**config.mk**
```make
export PLATFORM = sky130hd
export DESIGN_NAME = chacha_block_serializer
export DESIGN_NICKNAME = d
export VERILOG_FILES = /design/src/rtl/chacha_pkg.sv /design/src/rtl/chacha_block_buf.sv /design/src/rtl/chacha_block_serializer.sv
export SDC_FILE = /design/constraint.sdc
export NUM_CORES = 2
export LEC_CHECK = 0
export CORE_MARGIN = 8
export CORE_UTILIZATION = 40
export DETAILED_ROUTE_END_ITERATION = 7
export PLACE_DENSITY = 0.71
export SLEW_MARGIN = 20
export SYNTH_ARGS = -nofsm -noshare
export SYNTH_HDL_FRONTEND = slang
export SYNTH_HIERARCHICAL = 1
export SYNTH_SLANG_ARGS = --single-unit
```
**constraint.sdc**
```tcl
create_clock -name m00_axis_aclk -period 7.55 [get_ports m00_axis_aclk]
set_clock_uncertainty 0.15 [all_clocks]
set_input_delay 1.1325 -clock m00_axis_aclk [delete_from_list [all_inputs] [get_ports m00_axis_aclk]]
set_output_delay 1.1325 -clock m00_axis_aclk [all_outputs]
set_load 0.02 [all_outputs]
```
**src/rtl/chacha_pkg.sv**
```systemverilog
// Shared ChaCha block/word types, serializer state encoding and word select.
// Latency: n/a (types and a pure function only).
// Backpressure: n/a.
package chacha_pkg;

  localparam int CHACHA_WORD_W      = 32;
  localparam int CHACHA_BLOCK_WORDS = 16;
  localparam int CHACHA_BLOCK_W     = CHACHA_WORD_W * CHACHA_BLOCK_WORDS;
  localparam int CHACHA_IDX_W       = 4;

  typedef logic [CHACHA_BLOCK_W-1:0] chacha_block_t;
  typedef logic [CHACHA_WORD_W-1:0]  chacha_word_t;
  typedef logic [CHACHA_IDX_W-1:0]   chacha_idx_t;

  typedef enum logic {
    SER_IDLE   = 1'b0,
    SER_STREAM = 1'b1
  } ser_state_e;

  // Word k of a block lives at bits [32k+31:32k].
  function automatic chacha_word_t word_of(input chacha_block_t blk, input chacha_idx_t idx);
    return blk[{idx, 5'd0} +: CHACHA_WORD_W];
  endfunction

endpackage

```
**src/rtl/chacha_block_buf.sv**
```systemverilog
// Two-entry block store: active block being drained plus one shadow block queued behind it.
// Latency: a push lands in active (if empty after any same-cycle pop) or shadow on the next edge.
// Backpressure: caller must not push while shadow_full_o; pop promotes shadow to active with no bubble.
module chacha_block_buf
  import chacha_pkg::*;
(
  input  logic          clk_i,
  input  logic          rst_ni,
  input  logic          push_i,
  input  chacha_block_t push_data_i,
  input  logic          push_last_i,
  input  logic          pop_i,
  output chacha_block_t active_o,
  output logic          active_last_o,
  output logic          active_full_o,
  output logic          shadow_full_o
);

  chacha_block_t active_q, active_d;
  chacha_block_t shadow_q, shadow_d;
  logic          active_last_q, active_last_d;
  logic          shadow_last_q, shadow_last_d;
  logic          active_full_q, active_full_d;
  logic          shadow_full_q, shadow_full_d;

  // Next-state: apply the pop first, then place any push into whichever slot is free afterwards.
  always_comb begin
    active_d      = active_q;
    active_last_d = active_last_q;
    active_full_d = active_full_q;
    shadow_d      = shadow_q;
    shadow_last_d = shadow_last_q;
    shadow_full_d = shadow_full_q;

    if (pop_i) begin
      if (shadow_full_q) begin
        active_d      = shadow_q;
        active_last_d = shadow_last_q;
        shadow_full_d = 1'b0;
      end else begin
        active_full_d = 1'b0;
      end
    end

    if (push_i) begin
      if (!active_full_d) begin
        active_d      = push_data_i;
        active_last_d = push_last_i;
        active_full_d = 1'b1;
      end else begin
        shadow_d      = push_data_i;
        shadow_last_d = push_last_i;
        shadow_full_d = 1'b1;
      end
    end
  end

  // Storage registers; reset empties both slots and clears held data.
  always_ff @(posedge clk_i or negedge rst_ni) begin
    if (!rst_ni) begin
      active_q      <= '0;
      active_last_q <= 1'b0;
      active_full_q <= 1'b0;
      shadow_q      <= '0;
      shadow_last_q <= 1'b0;
      shadow_full_q <= 1'b0;
    end else begin
      active_q      <= active_d;
      active_last_q <= active_last_d;
      active_full_q <= active_full_d;
      shadow_q      <= shadow_d;
      shadow_last_q <= shadow_last_d;
      shadow_full_q <= shadow_full_d;
    end
  end

  assign active_o      = active_q;
  assign active_last_o = active_last_q;
  assign active_full_o = active_full_q;
  assign shadow_full_o = shadow_full_q;

endmodule

```
**src/rtl/chacha_block_serializer.sv**
```systemverilog
// Serializes 512-bit ChaCha blocks into a 32-bit AXI4-Stream with packet framing (tlast).
// Latency: block accepted at edge N with the serializer idle -> word 0 valid right after edge N.
// Backpressure: tready stalls hold tdata/tlast; shadow fills, then s_block_ready drops (flag-driven only).
module chacha_block_serializer
  import chacha_pkg::*;
#(
  parameter int DATA_WIDTH        = 32,
  parameter int WORDS_PER_BLOCK   = 16,
  parameter int BLOCKS_PER_PACKET = 4
) (
  input  logic                                  m00_axis_aclk,
  input  logic                                  m00_axis_aresetn,
  input  logic [DATA_WIDTH*WORDS_PER_BLOCK-1:0] s_block_data,
  input  logic                                  s_block_valid,
  output logic                                  s_block_ready,
  input  logic                                  s_block_last,
  output logic [DATA_WIDTH-1:0]                 m00_axis_tdata,
  output logic                                  m00_axis_tvalid,
  input  logic                                  m00_axis_tready,
  output logic                                  m00_axis_tlast,
  output logic                                  busy
);

  localparam chacha_idx_t LAST_IDX = CHACHA_IDX_W'(WORDS_PER_BLOCK - 1);
  localparam logic [15:0] LAST_BLK = 16'(BLOCKS_PER_PACKET - 1);

  ser_state_e    state_q, state_d;
  chacha_idx_t   idx_q, idx_d;
  logic [15:0]   pkt_cnt_q, pkt_cnt_d;

  chacha_block_t active_blk;
  logic          active_last;
  logic          active_full;
  logic          shadow_full;

  logic          push;
  logic          pop;
  logic          tvalid;
  logic          tlast;
  chacha_word_t  tdata;
  logic          hs;

  // Ready depends only on the shadow flag, never on downstream tready.
  assign s_block_ready = !shadow_full;
  assign push          = s_block_valid && s_block_ready;

  chacha_block_buf u_buf (
    .clk_i         (m00_axis_aclk),
    .rst_ni        (m00_axis_aresetn),
    .push_i        (push),
    .push_data_i   (s_block_data),
    .push_last_i   (s_block_last),
    .pop_i         (pop),
    .active_o      (active_blk),
    .active_last_o (active_last),
    .active_full_o (active_full),
    .shadow_full_o (shadow_full)
  );

  // FSM next state, word index, packet count and stream outputs.
  always_comb begin
    state_d   = state_q;
    idx_d     = idx_q;
    pkt_cnt_d = pkt_cnt_q;
    tvalid    = 1'b0;
    tdata     = '0;
    tlast     = 1'b0;
    hs        = 1'b0;
    pop       = 1'b0;

    unique case (state_q)
      SER_IDLE: begin
        // Active is empty here; a push goes straight into it.
        if (push || shadow_full) state_d = SER_STREAM;
      end
      SER_STREAM: begin
        tvalid = 1'b1;
        tdata  = word_of(active_blk, idx_q);
        tlast  = (idx_q == LAST_IDX) && ((pkt_cnt_q == LAST_BLK) || active_last);
        hs     = m00_axis_tready;
        if (hs) begin
          if (idx_q == LAST_IDX) begin
            pop       = 1'b1;
            idx_d     = '0;
            pkt_cnt_d = tlast ? 16'd0 : pkt_cnt_q + 16'd1;
            // Stay streaming if a block is queued or arriving on this same edge.
            if (!shadow_full && !push) state_d = SER_IDLE;
          end else begin
            idx_d = idx_q + 1'b1;
          end
        end
      end
      default: state_d = SER_IDLE;
    endcase
  end

  // State, index and packet counter registers; reset aborts any in-flight packet.
  always_ff @(posedge m00_axis_aclk or negedge m00_axis_aresetn) begin
    if (!m00_axis_aresetn) begin
      state_q   <= SER_IDLE;
      idx_q     <= '0;
      pkt_cnt_q <= '0;
    end else begin
      state_q   <= state_d;
      idx_q     <= idx_d;
      pkt_cnt_q <= pkt_cnt_d;
    end
  end

  assign m00_axis_tvalid = tvalid;
  assign m00_axis_tdata  = tdata;
  assign m00_axis_tlast  = tlast;
  assign busy            = active_full || shadow_full;

endmodule

```
* Yosys cells after proc, flatten, opt, wreduce, memory -nomap -nowiden
Cells that the tools add are included.
Word-level totals: register bits 1049, input bits 517, output and inout port bits 36, word-level logic and storage cells 53
Operators by class: $add $sub $neg 2, eq/ne operators 2, shift-type cells 1, muxes and demuxes 27, bitwise logic cells 1, reductions and logical operators 11
Operators with widths (number):
- $mux W512 | 4
- $shiftx A512 B10 Y32 | 1
- $mux W32 | 1
- $mux W1 | 19
- $add A16 B1 Y16 const B | 1
- $eq A16 B2 Y1 const B | 1
- $mux W16 | 1
- $add A4 B1 Y4 const B | 1
- $eq A4 B4 Y1 const B | 1
- $mux W4 | 1
- $reduce_and A2 Y1 | 2
- $logic_and A1 B1 Y1 | 3
- $logic_or A1 B1 Y1 | 3
- $reduce_and A3 Y1 | 1
- $logic_not A1 Y1 | 2
- $pmux W1 S2 | 1
- $not A1 Y1 | 1

* Longest topological paths before layout
word-level depth 8, mapped depth 11, mapped depth without buffers 7

* Cells and area by module
The synthesis kept the hierarchy.
By module, submodules not included:
- chacha_block_buf | times used 1, cells an instance 2744, area an instance 44252.4 um^2, seq. area each 25724.7 um^2
- chacha_block_serializer | times used 1, cells an instance 541, area an instance 5310.1 um^2, seq. area each 525.5 um^2

* Worst setup path after synthesis
No wires, ideal clock.
kind flip-flop to output port, start point register idx_q[1], end point output port m00_axis_tdata[10], arrival time 1.678 ns, required time 6.267 ns, setup slack 4.589 ns, cell stages (with the launch flop) 9, buffers on the path 4, cells stage by stage dfrtp_1 > buf_2 > buf_6 > and2_1 > buf_2 > clkbuf_1 > a22oi_1 > nand2_1 > o22ai_1
On the way: cells in the longest elaborated chain, start to end 2
Ends and longest elaborated chain:
- start, declared | RTL line chacha_block_serializer.sv:28 | chacha_idx_t idx_q, idx_d;
- start signal, assigned | RTL line chacha_block_serializer.sv:105 | idx_q <= idx_d;
- $shiftx A512 B10 Y32 | RTL line chacha_pkg.sv:22 | return blk[{idx, 5'd0} +: CHACHA_WORD_W];
- $mux W32 | RTL line chacha_block_serializer.sv:71 | unique case (state_q)
- end, declared | RTL line chacha_block_serializer.sv:17 | output logic [DATA_WIDTH-1:0] m00_axis_tdata,
Every way passes these cells.

* Worst setup path after layout
start point register idx_q[1], end point output port m00_axis_tdata[19]
The elaborated chain is that of the path after synthesis.

==> results.py <==
metrics = {
    "status": {
        "status": "complete, no violations",
    },
    "flow_run": {
        "maxCapViolCount": 0,
    },
    "worst_setup_path": {
        "required_ns": 6.27,
        "worstPathArrival_ns": 4.56,
        "rrSetupSlack_ns": 2.81,
        "cp_max_fo": 38,
        "r2r_end": "u_buf/shadow_q[363]",
        "critPathKind": "register to output port",
        "r2r-start": "idx_q[1]",
        "endpoint_kind": "output port",
        "start_kind": "register",
        "rr_worst_depth": 8,
    },
    "sta": {
        "period_minus_slack_ns": 5.839,
        "setup_viol": 0,
        "tns_ns": 0,
        "maxSlewViolCount": 0,
        "max_freq_mhz": 171.3,
        "rsz0062_at_grt": "false",
        "relSlewSlack_pct": 24.64,
        "fin_crit_sh_pct": 77.34,
        "hold_viol": 0,
        "worstMarginPinSlew_ns": 1.099,
    },
    "drt": {
        "routed_wl_mm": 136.3,
        "vias": 29123,
        "wire_per_inst_um": 24.64,
        "ant_nets": 0,
        "viasPerCell": 5.264,
        "firstDrtPassIters": 5,
        "drc": 0,
        "drtIter0Drc": 1537,
    },
    "clocking": {
        "postCtsSetupBuffers": 0,
        "cts_tree": "done",
        "worstSkewPairLatency_ns": 0.71,
        "clkTransAtPathRegs_ns": 0.06,
        "hold_buffers": 0,
        "cts-root-buf": "clkbuf_16",
        "clock-sinks": 1049,
        "h-tree-depth": 3,
        "cts_resized": 0,
        "cts_buffer_depth": 3,
        "numCtsBuffers": 114,
    },
    "global_route": {
        "overflow": 0,
        "grt_max_degree": 178,
        "grt_pass1_wl_mm": 203.2,
        "antenna_found_initial": 63,
        "first_global_vias": 31392,
        "grt_use_total_pct": 19.59,
    },
    "synth": {
        "synth_mux_area_share_pct": 41.13,
        "synth_edf_count": 0,
        "synth_ff_type": "dfrtp_1",
        "synth_top_family_by_area": "multiplexers",
        "synthAdderAreaFrac_pct": 0.05049,
        "syn_area_per_cell_um2": 15.09,
        "yosysWarningCount": 6,
        "synthCells": 3285,
        "synthXorXnorAreaFrac_pct": 0.01767,
        "postSynthNetCount": 3804,
        "seq_area_frac_synth_pct": 52.96,
        "netlist_area_um2": 49560,
        "yosysUniqueCellTypes": 45,
        "ys_ff_latch": 1049,
        "synthSimpleGateAreaFrac_pct": 0.9972,
        "async_reset_ff_share_pct": 100.0,
        "synth_compound_area_share_pct": 1.855,
    },
    "floorplanning": {
        "core_area_um2": 123300,
        "io_pins": 553,
        "die_h_um": 368.0,
        "fp.dieW_um": 368.0,
        "dieArea_um2": 135400,
        "initial_core_util_pct": 40.19,
        "row_count": 129,
    },
    "power": {
        "power_density_nw_per_um2": 360.7,
        "p_leak_nw": 27.38,
        "vdd_drop_max_uv": 221.2,
    },
    "min_path": {
        "hp-class": "input port to asynchronous set/reset pin",
    },
    "final_layout": {
        "area_delta_synth_final_pct": 21.45,
        "stdcell_count": 5532,
        "drive_above_1_share_pct": 47.49,
        "nNetsFinal": 4290,
    },
    "place": {
        "io_buffer_count": 552,
        "place_congestion": 0.7915,
        "place_hpwl_mm": 94.10,
        "dp.cells": 5292,
    },
}
==> Yosys cell counts (6+ instances only) <==
| library cell | count | area (µm²) |
|---|---|---|
| clkbuf_1 | 20 | 75.07 |
| mux4_2 | 64 | 1441 |
| buf_6 | 42 | 473.0 |
| buf_2 | 136 | 680.7 |
| a21oi_1 | 8 | 40.04 |
| mux2_2 | 1540 | 17340 |
| a22oi_1 | 64 | 480.5 |
| nand2_1 | 51 | 191.4 |
| inv_1 | 8 | 30.03 |
| buf_4 | 28 | 210.2 |
| o22ai_1 | 35 | 219.0 |
| nand3_1 | 11 | 55.05 |
| mux2i_1 | 160 | 1602 |
| o211ai_1 | 7 | 52.55 |
| o21ai_0 | 6 | 30.03 |
| dfrtp_1 | 1049 | 26250 |
==> critical path: stages, from the launching register on <==
cell	delay, ns
dfrtp_4	1.03
buf_4	0.44
mux4_2	0.54
mux2i_1	0.79
o22ai_1	0.37
clkdlybuf4s50_1	0.65
==> per-stage QoR <==
stage,cell area [µm²],power [mW],setup slack (ns),hold WS (ns),util [%]
finish,60190,21.71,1.711,0.3406,48.81
global route,60130,22.90,1.525,0.3547,48.76
CTS,60120,22.02,1.590,0.3150,48.75
detailed placement,56370,16.37,2.394,0.3397,45.71
global placement,56320,16.07,2.266,0.3259,45.67
floorplan,49560,13.57,4.589,0.3071,-
==> state kept, by name (all words and copies together), names as in the netlist <==
signal / count
u_buf/active_o: 512
u_buf/shadow_q: 512
pkt_cnt_q: 16
idx_q: 4
state_q: 1
u_buf/active_full_o: 1
u_buf/active_last_o: 1
u_buf/shadow_full_o: 1
u_buf/shadow_last_q: 1
==> where the power goes <==
group          internal [mW]  total, mW  switching (mW)
Clock                   3.22       5.56            2.34
Combinational           3.95       7.18            3.24
Sequential              7.80       8.97            1.17
==> worst max path at each step <==
stage,start,endpoint,slack [ns],cells past startpoint
final,idx_q[1],m00_axis_tdata[19],1.71,5
after global routing,idx_q[1],m00_axis_tdata[18],1.53,5
after CTS,idx_q[1],m00_axis_tdata[18],1.59,5
after detailed placement,idx_q[1],m00_axis_tdata[18],2.39,5
after global placement,idx_q[1],m00_axis_tdata[13],2.27,5
after floorplan,idx_q[1],m00_axis_tdata[10],4.59,8
==> kinds of logic after synthesis <==
group / Yosys count
AO/OA/AOI/OAI: 132
XOR/XNOR: 1
adder cells (fa/ha/maj): 2
buffers and inverters: 237
flip-flops: 1049
multiplexers: 1764
AND/OR/NAND/NOR: 100
==> layout by cell type, fill, tap and decap left out, drive strengths merged, types with 3 or more instances in the layout <==
cell type and count:
a21oi 8, a22oi 64, and3 5, buf 48, bufinv 5, clkbuf 177
clkdlybuf4s50 551, clkinv 22, dfrtp 1049, diode 31, inv 12, mux2 1540
mux2i 160, mux4 64, nand2 52, nand3 12, nand4 4, nor2 4
nor2b 4, o211ai 7, o21ai 7, o22ai 35, o311ai 3, o31ai 3
or4 3
==> layer usage <==
metal,global-route usage [%],routed length (µm),vias up
met5,0,280,-
met4,4.030,2220,42
li1,-,-,13164
met1,26.36,60710,15075
met2,31.09,62740,658
met3,6.333,10370,184
==> layout make-up <==
cell class | instances | area [µm²]
multi-input cells | 1999 | 21880
clock buffers | 177 | 3342
diodes | 31 | 77.57
flip-flops and latches | 1049 | 26260
repair buffers | 599 | 6148
inverters | 8 | 30.03
well taps | 1637 | 2048
fillers | 10703 | 63120
clock inverters | 32 | 404.1
No activity file was read; power rests on OpenSTA's default activity.
